File: config.mk
export PLATFORM = sky130hd
export DESIGN_NAME = arc4_sched
export DESIGN_NICKNAME = d
export VERILOG_FILES = /design/src/rtl/arc4_sched.sv
export SDC_FILE = /design/constraint.sdc
export NUM_CORES = 1
export LEC_CHECK = 0
export CAP_MARGIN = 25
export CORE_MARGIN = 2
export CORE_UTILIZATION = 31
export CTS_BUF_LIST = sky130_fd_sc_hd__clkbuf_8
export DETAILED_ROUTE_END_ITERATION = 16
export PLACE_DENSITY_LB_ADDON = 0.25
export SLEW_MARGIN = 20
export SYNTH_ARGS = -nofsm -noshare
export SYNTH_HDL_FRONTEND = slang
export SYNTH_SLANG_ARGS = --single-unit
File: constraint.sdc
create_clock -name clk -period 1.6 [get_ports clk]
set_clock_uncertainty 0.1 [all_clocks]
set_input_delay 0.16 -clock clk [delete_from_list [all_inputs] [get_ports clk]]
set_output_delay 0.16 -clock clk [all_outputs]
set_load 0.03 [all_outputs]
File: src/rtl/arc4_sched.sv
// arc4_sched: runs init -> ksa -> prga through en/rdy handshakes and grants single-port S to one owner.
// Define ARC4_SCHED_CHECK_EN to enable the sticky protocol-violation flag on err (tied 0 otherwise).
module arc4_sched #(
  parameter int KEY_W = 24
) (
  input  logic             clk,
  input  logic             rst,
  input  logic             en,
  output logic             rdy,
  input  logic [KEY_W-1:0] key,
  output logic [KEY_W-1:0] key_q,
  output logic [1:0]       phase,
  output logic             en_init,
  output logic             en_ksa,
  output logic             en_prga,
  input  logic             rdy_init,
  input  logic             rdy_ksa,
  input  logic             rdy_prga,
  input  logic [7:0]       addr_init,
  input  logic [7:0]       addr_ksa,
  input  logic [7:0]       addr_prga,
  input  logic [7:0]       wrdata_init,
  input  logic [7:0]       wrdata_ksa,
  input  logic [7:0]       wrdata_prga,
  input  logic             wren_init,
  input  logic             wren_ksa,
  input  logic             wren_prga,
  output logic [7:0]       s_addr,
  output logic [7:0]       s_wrdata,
  output logic             s_wren,
  output logic             err
);

  typedef enum logic [2:0] {
    IDLE, INIT_GO, INIT_WAIT, KSA_GO, KSA_WAIT, PRGA_GO, PRGA_WAIT
  } state_t;

  state_t           state_q, state_d;
  logic [KEY_W-1:0] key_d;
  logic [1:0]       phase_d;

  always_comb begin
    state_d = state_q;
    key_d   = key_q;
    en_init = 1'b0;
    en_ksa  = 1'b0;
    en_prga = 1'b0;
    unique case (state_q)
      IDLE:      if (en) begin
                   state_d = INIT_GO;
                   key_d   = key;
                 end
      INIT_GO:   begin
                   en_init = rdy_init;
                   if (rdy_init) state_d = INIT_WAIT;
                 end
      INIT_WAIT: if (rdy_init) state_d = KSA_GO;
      KSA_GO:    begin
                   en_ksa = rdy_ksa;
                   if (rdy_ksa) state_d = KSA_WAIT;
                 end
      KSA_WAIT:  if (rdy_ksa) state_d = PRGA_GO;
      PRGA_GO:   begin
                   en_prga = rdy_prga;
                   if (rdy_prga) state_d = PRGA_WAIT;
                 end
      PRGA_WAIT: if (rdy_prga) state_d = IDLE;
      default:   state_d = IDLE;
    endcase
  end

  // Owner is decoded from the next state so the grant moves on the same edge the WAIT state exits.
  always_comb begin
    phase_d = 2'd0;
    unique case (state_d)
      INIT_GO, INIT_WAIT: phase_d = 2'd1;
      KSA_GO, KSA_WAIT:   phase_d = 2'd2;
      PRGA_GO, PRGA_WAIT: phase_d = 2'd3;
      default:            phase_d = 2'd0;
    endcase
  end

  always_ff @(posedge clk) begin
    if (rst) begin
      state_q <= IDLE;
      key_q   <= '0;
      rdy     <= 1'b1;
      phase   <= 2'd0;
    end else begin
      state_q <= state_d;
      key_q   <= key_d;
      rdy     <= (state_d == IDLE);
      phase   <= phase_d;
    end
  end

  always_comb begin
    s_addr   = '0;
    s_wrdata = '0;
    s_wren   = 1'b0;
    unique case (phase)
      2'd1: begin
        s_addr   = addr_init;
        s_wrdata = wrdata_init;
        s_wren   = wren_init;
      end
      2'd2: begin
        s_addr   = addr_ksa;
        s_wrdata = wrdata_ksa;
        s_wren   = wren_ksa;
      end
      2'd3: begin
        s_addr   = addr_prga;
        s_wrdata = wrdata_prga;
        s_wren   = wren_prga;
      end
      default: ;
    endcase
  end

`ifdef ARC4_SCHED_CHECK_EN
  logic err_q, err_d;
  logic first_wait_q;
  logic owner_rdy, foreign_wren;

  always_comb begin
    owner_rdy = 1'b0;
    unique case (phase)
      2'd1:    owner_rdy = rdy_init;
      2'd2:    owner_rdy = rdy_ksa;
      2'd3:    owner_rdy = rdy_prga;
      default: owner_rdy = 1'b0;
    endcase
    foreign_wren = (wren_init && phase != 2'd1) ||
                   (wren_ksa  && phase != 2'd2) ||
                   (wren_prga && phase != 2'd3);
    err_d = err_q || foreign_wren || (first_wait_q && owner_rdy);
  end

  // A start pulse is issued exactly on the GO->WAIT transition, so it marks the first WAIT cycle.
  always_ff @(posedge clk) begin
    if (rst) begin
      err_q        <= 1'b0;
      first_wait_q <= 1'b0;
    end else begin
      err_q        <= err_d;
      first_wait_q <= en_init || en_ksa || en_prga;
    end
  end

  assign err = err_q;
`else
  assign err = 1'b0;
`endif

endmodule

# Yosys cells after proc, flatten, opt, wreduce, memory -nomap -nowiden
# Index checks and enable logic that the tools add are counted.
[classes]
mux = 15
eq_ne = 15
reduce_logical = 6
[ops]
columns = ["operator", "n"]
rows = [
  ["case mux 8 bit (3 select lines)", 2],
  ["2-to-1 mux 3 bit", 7],
  ["case mux 3 bit (7 select lines)", 1],
  ["equality test 3 bit, second input constant", 6],
  ["equality test 3 x 2 -> 1 bit, second input constant", 4],
  ["equality test 3 x 1 -> 1 bit, second input constant", 2],
  ["logical NOT 3 bit", 2],
  ["case mux 2 bit (3 select lines)", 1],
  ["OR reduction 2 bit", 3],
  ["equality test 2 bit, second input constant", 2],
  ["2-to-1 mux 1 bit", 3],
  ["case mux 1 bit (3 select lines)", 1],
  ["equality test 2 x 1 -> 1 bit, second input constant", 1],
  ["AND reduction 2 bit", 1],
]
[totals]
inputBits = 81
ff_bits = 30
output_inout_bits = 48
wordCells = 40

# Logic depth before layout (Yosys ltp)
[depth]
word_depth = 5
depth_mapped = 8
ltp_nobuf = 7

# Worst setup path after synthesis
# Ideal clock, no wire load.
[synth_timing]
path_kind = "register to output"
start = "register phase[1]"
end = "output port s_addr[4]"
setup_slack_ns = -0.245
path_stages_with_launch = 5
arrival_time_ns = 1.585
n_path_buf = 2
cell_sequence = "dfxtp_1 > buf_2 > buf_2 > mux2_2 > a22o_1"
[synth_via]
elab_chain_len = 2
word_cells_on_any_way = 4
classes_between = "3 x eq/ne; 1 x mux"
[synth_rtl]
columns = ["item", "line_no", "rtl"]
rows = [
  ["from (decl)", "12", "output logic [1:0] phase,"],
  ["from (signal assigned)", "93", "phase <= phase_d;"],
  ["equality test 2 bit / equality test 2 x 1 -> 1 bit (equally long branches)", "101", "unique case (phase)"],
  ["case mux 8 bit (3 select lines) *", "101", ""],
  ["to (decl)", "28", "output logic [7:0] s_addr,"],
]
# Mark *: on every way between the ends. The rest lies on a longest branch, timed or not.

# Final worst setup path
[layout_timing]
start = "register phase[1]"
end = "output port s_addr[3]"
# Same word-level chain as after synthesis.

==> reports/summary.txt <==
status -> finished with violations
failing checks -> negative setup slack
I/O pins -> 129
core footprint -> 5110 sq um
chip width -> 76.9 um
cts hold-fix bufs -> 0
Initial Util -> 32.2%
post-synth net total -> 279
Clk Latency, worst-skew pair -> 0.28 ns
f_max -> 562 MHz
CTS Buf Count -> 5
Async SR Flop Fraction -> 0%
period utilization -> 111%
yosys warns -> 0
clk buf depth -> 2
Total Nets Final -> 430
Top delay family on crit path -> flip-flops
Die Ht -> 76.9 um
vias per cell -> 4.95
synthesized area -> 1650 sq um
drt pass-1 iters -> 4
reg2reg start -> state_q[0]
area delta synth->final -> 137%
R2R Setup Slk -> -0.12 ns
CTS tree -> yes
first-pass GRT wire length -> 10.3 mm
number of cells on the worst reg-to-reg path -> 8
drt wl/cell -> 17.0 um
DR iter-0 viols -> 73
most common cell after layout, fill and taps aside -> clkdlybuf4s50_1
Critical Path AT -> 1.52 ns
commonest non-fill, non-tap cells in the layout -> clkdlybuf4s50_1 (89), buf_6 (28), dfxtp_1 (25)
hold path depth -> 3
crit path max-delay cell type -> dfxtp_4
Reg clk slew, reported paths -> 0.07 ns
Worst IR Drop VDD -> 0.590 mV
crit-path cells -> buf_8 -> mux2_2 -> a22o_1 -> buf_6
initial antenna violation count -> 0
worst path bufs/invs -> 2
total chip power -> 2.95 mW
# H-tree levels -> 2
commonest register cell after synthesis -> dfxtp_1
crit path time final -> 1.78 ns
# DRC -> 0
HP Class -> in2reg
critical path launch point type -> flop
max-slew violations -> 0
final hold viol count -> 0
syn_area_per_cell -> 8.49 sq um
HPWL after DPL -> 4.07 mm
reg2reg end -> phase[1]
Routed Antenna Nets -> 0
Maximum Capacitance Violations -> 0
largest net degree at the start of global routing -> 25
Hold Crit Start -> key[4]
worst setup path class -> reg2out
CTS sink count -> 30
Root Driver -> clkbuf_8
GRT Total Usage -> 21.7%
Placer Congestion -> 0.758
die area -> 5910 sq um
dpl ws -> -0.383 ns
port bufs -> 127
GR Overflow Total -> 0
CP max FO -> 7
Antenna diodes -> 0
Netlist cell types -> 29
row count -> 26
Fin Hold WS -> 0.320 ns
Critical Path RT -> 1.34 ns
Static Leak -> 1.89 nW
Synth Instances -> 194
layout cells sized above 1 -> 43.9%
max incr delay on CP -> 0.43 ns
Seq/Total Area, Yosys -> 36.5%
post-route setup TNS -> -3.39 ns
Routed WL -> 7.09 mm
Setup WS post-layout -> -0.179 ns
via count -> 2,059
Worst setup EP type -> primary output
Hold EP -> key_q[4]
Post-synth EDFFs -> 0
pwr dens -> 755 nW/um^2
RSZ-0062 raised after global routing -> true
vias in the first global route -> 2,024
Setup-failing EPs final -> 41
number of synthesized register bits -> 30
[metal layers]
metal / routed length [um] / vias up / GRT usage [%]
li1: - / 974 / -
met1: 2780 / 980 / 24.8
met2: 3720 / 97 / 40.2
met3: 535 / 8 / 6.35
met4: 50 / 0 / 3.82
met5: 0 / - / 0
[cell usage after synthesis (all sizes together), types with 2 or more instances]
cell / n / area (sq um)
buf: 13 / 91.3
mux2: 18 / 203
nor2b: 3 / 18.8
nor2: 4 / 15.0
o21ai: 2 / 10.0
clkbuf: 5 / 20.0
ha: 4 / 50.1
inv: 2 / 7.50
dfxtp: 30 / 601
nor3: 2 / 21.3
nor4bb: 2 / 20.0
nand2: 49 / 184
and4b: 2 / 20.0
nand2b: 6 / 45.0
a22o: 17 / 149
a21oi: 28 / 140
[cells by family after synthesis]
kind of cell	after synthesis	synth area share, %
AND/OR/NAND/NOR	71	20.9
AO/OA/AOI/OAI	50	19.8
flip-flops	30	36.5
buffers and inverters	20	7.22
multiplexers	18	12.3
adder cells (fa/ha/maj)	4	3.04
other	1	0.228
[state kept, by name (all words and copies together), names as in the netlist]
register	flops
key_q	24
phase	2
state_q	3
rdy	1
[metrics by stage]
step / cells / cell area [sq um] / util (%)
floorplan: 194 / 1680 / -
finish: 416 / 3910 / 76.5
detailed placement: 390 / 3030 / 59.3
CTS: 407 / 3410 / 66.8
global placement: 390 / 3030 / 59.3
global route: 416 / 3910 / 76.5
[worst max-delay path by stage]
| stage | start | end | slack (ns) | cells past startpoint |
|---|---|---|---|---|
| finish | phase[1] | s_addr[3] | -0.18 | 4 |
| global route | phase[1] | s_wrdata[5] | -0.22 | 5 |
| CTS | phase[1] | s_wrdata[7] | -0.17 | 4 |
| detailed placement | rdy_prga | phase[1] | -0.38 | 8 |
| global placement | rdy_prga | phase[1] | -0.36 | 7 |
| floorplan | state_q[2] | phase[1] | -0.13 | 8 |
[worst min-delay path, cell delays in order]
cell             delay, ns
clkdlybuf4s50_1       0.40
nand2_1               0.05
a21oi_1               0.05
[layout make-up]
cell class	instances	area (sq um)
clock buffer	6	82.6
clock inverter	2	8.76
fill	326	1200
inverter	2	7.51
multi-input combinational	144	1330
sequential	30	612
tap	70	87.6
timing repair buffer	162	1780
[timing repair]
action,in CTS,in global routing
pin swaps,15,48
endpoints found under the setup margin,28,41
cloned,3,6
gates resized for setup,53,102
buffers inserted,6,3
[power by group]
group | switching [mW] | internal, mW | leakage (nW)
Clock | 0.281 | 0.340 | 0.0524
Combinational | 0.682 | 0.782 | 1.59
Sequential | 0.0541 | 0.809 | 0.249
Power figures use the tool's default switching activity.
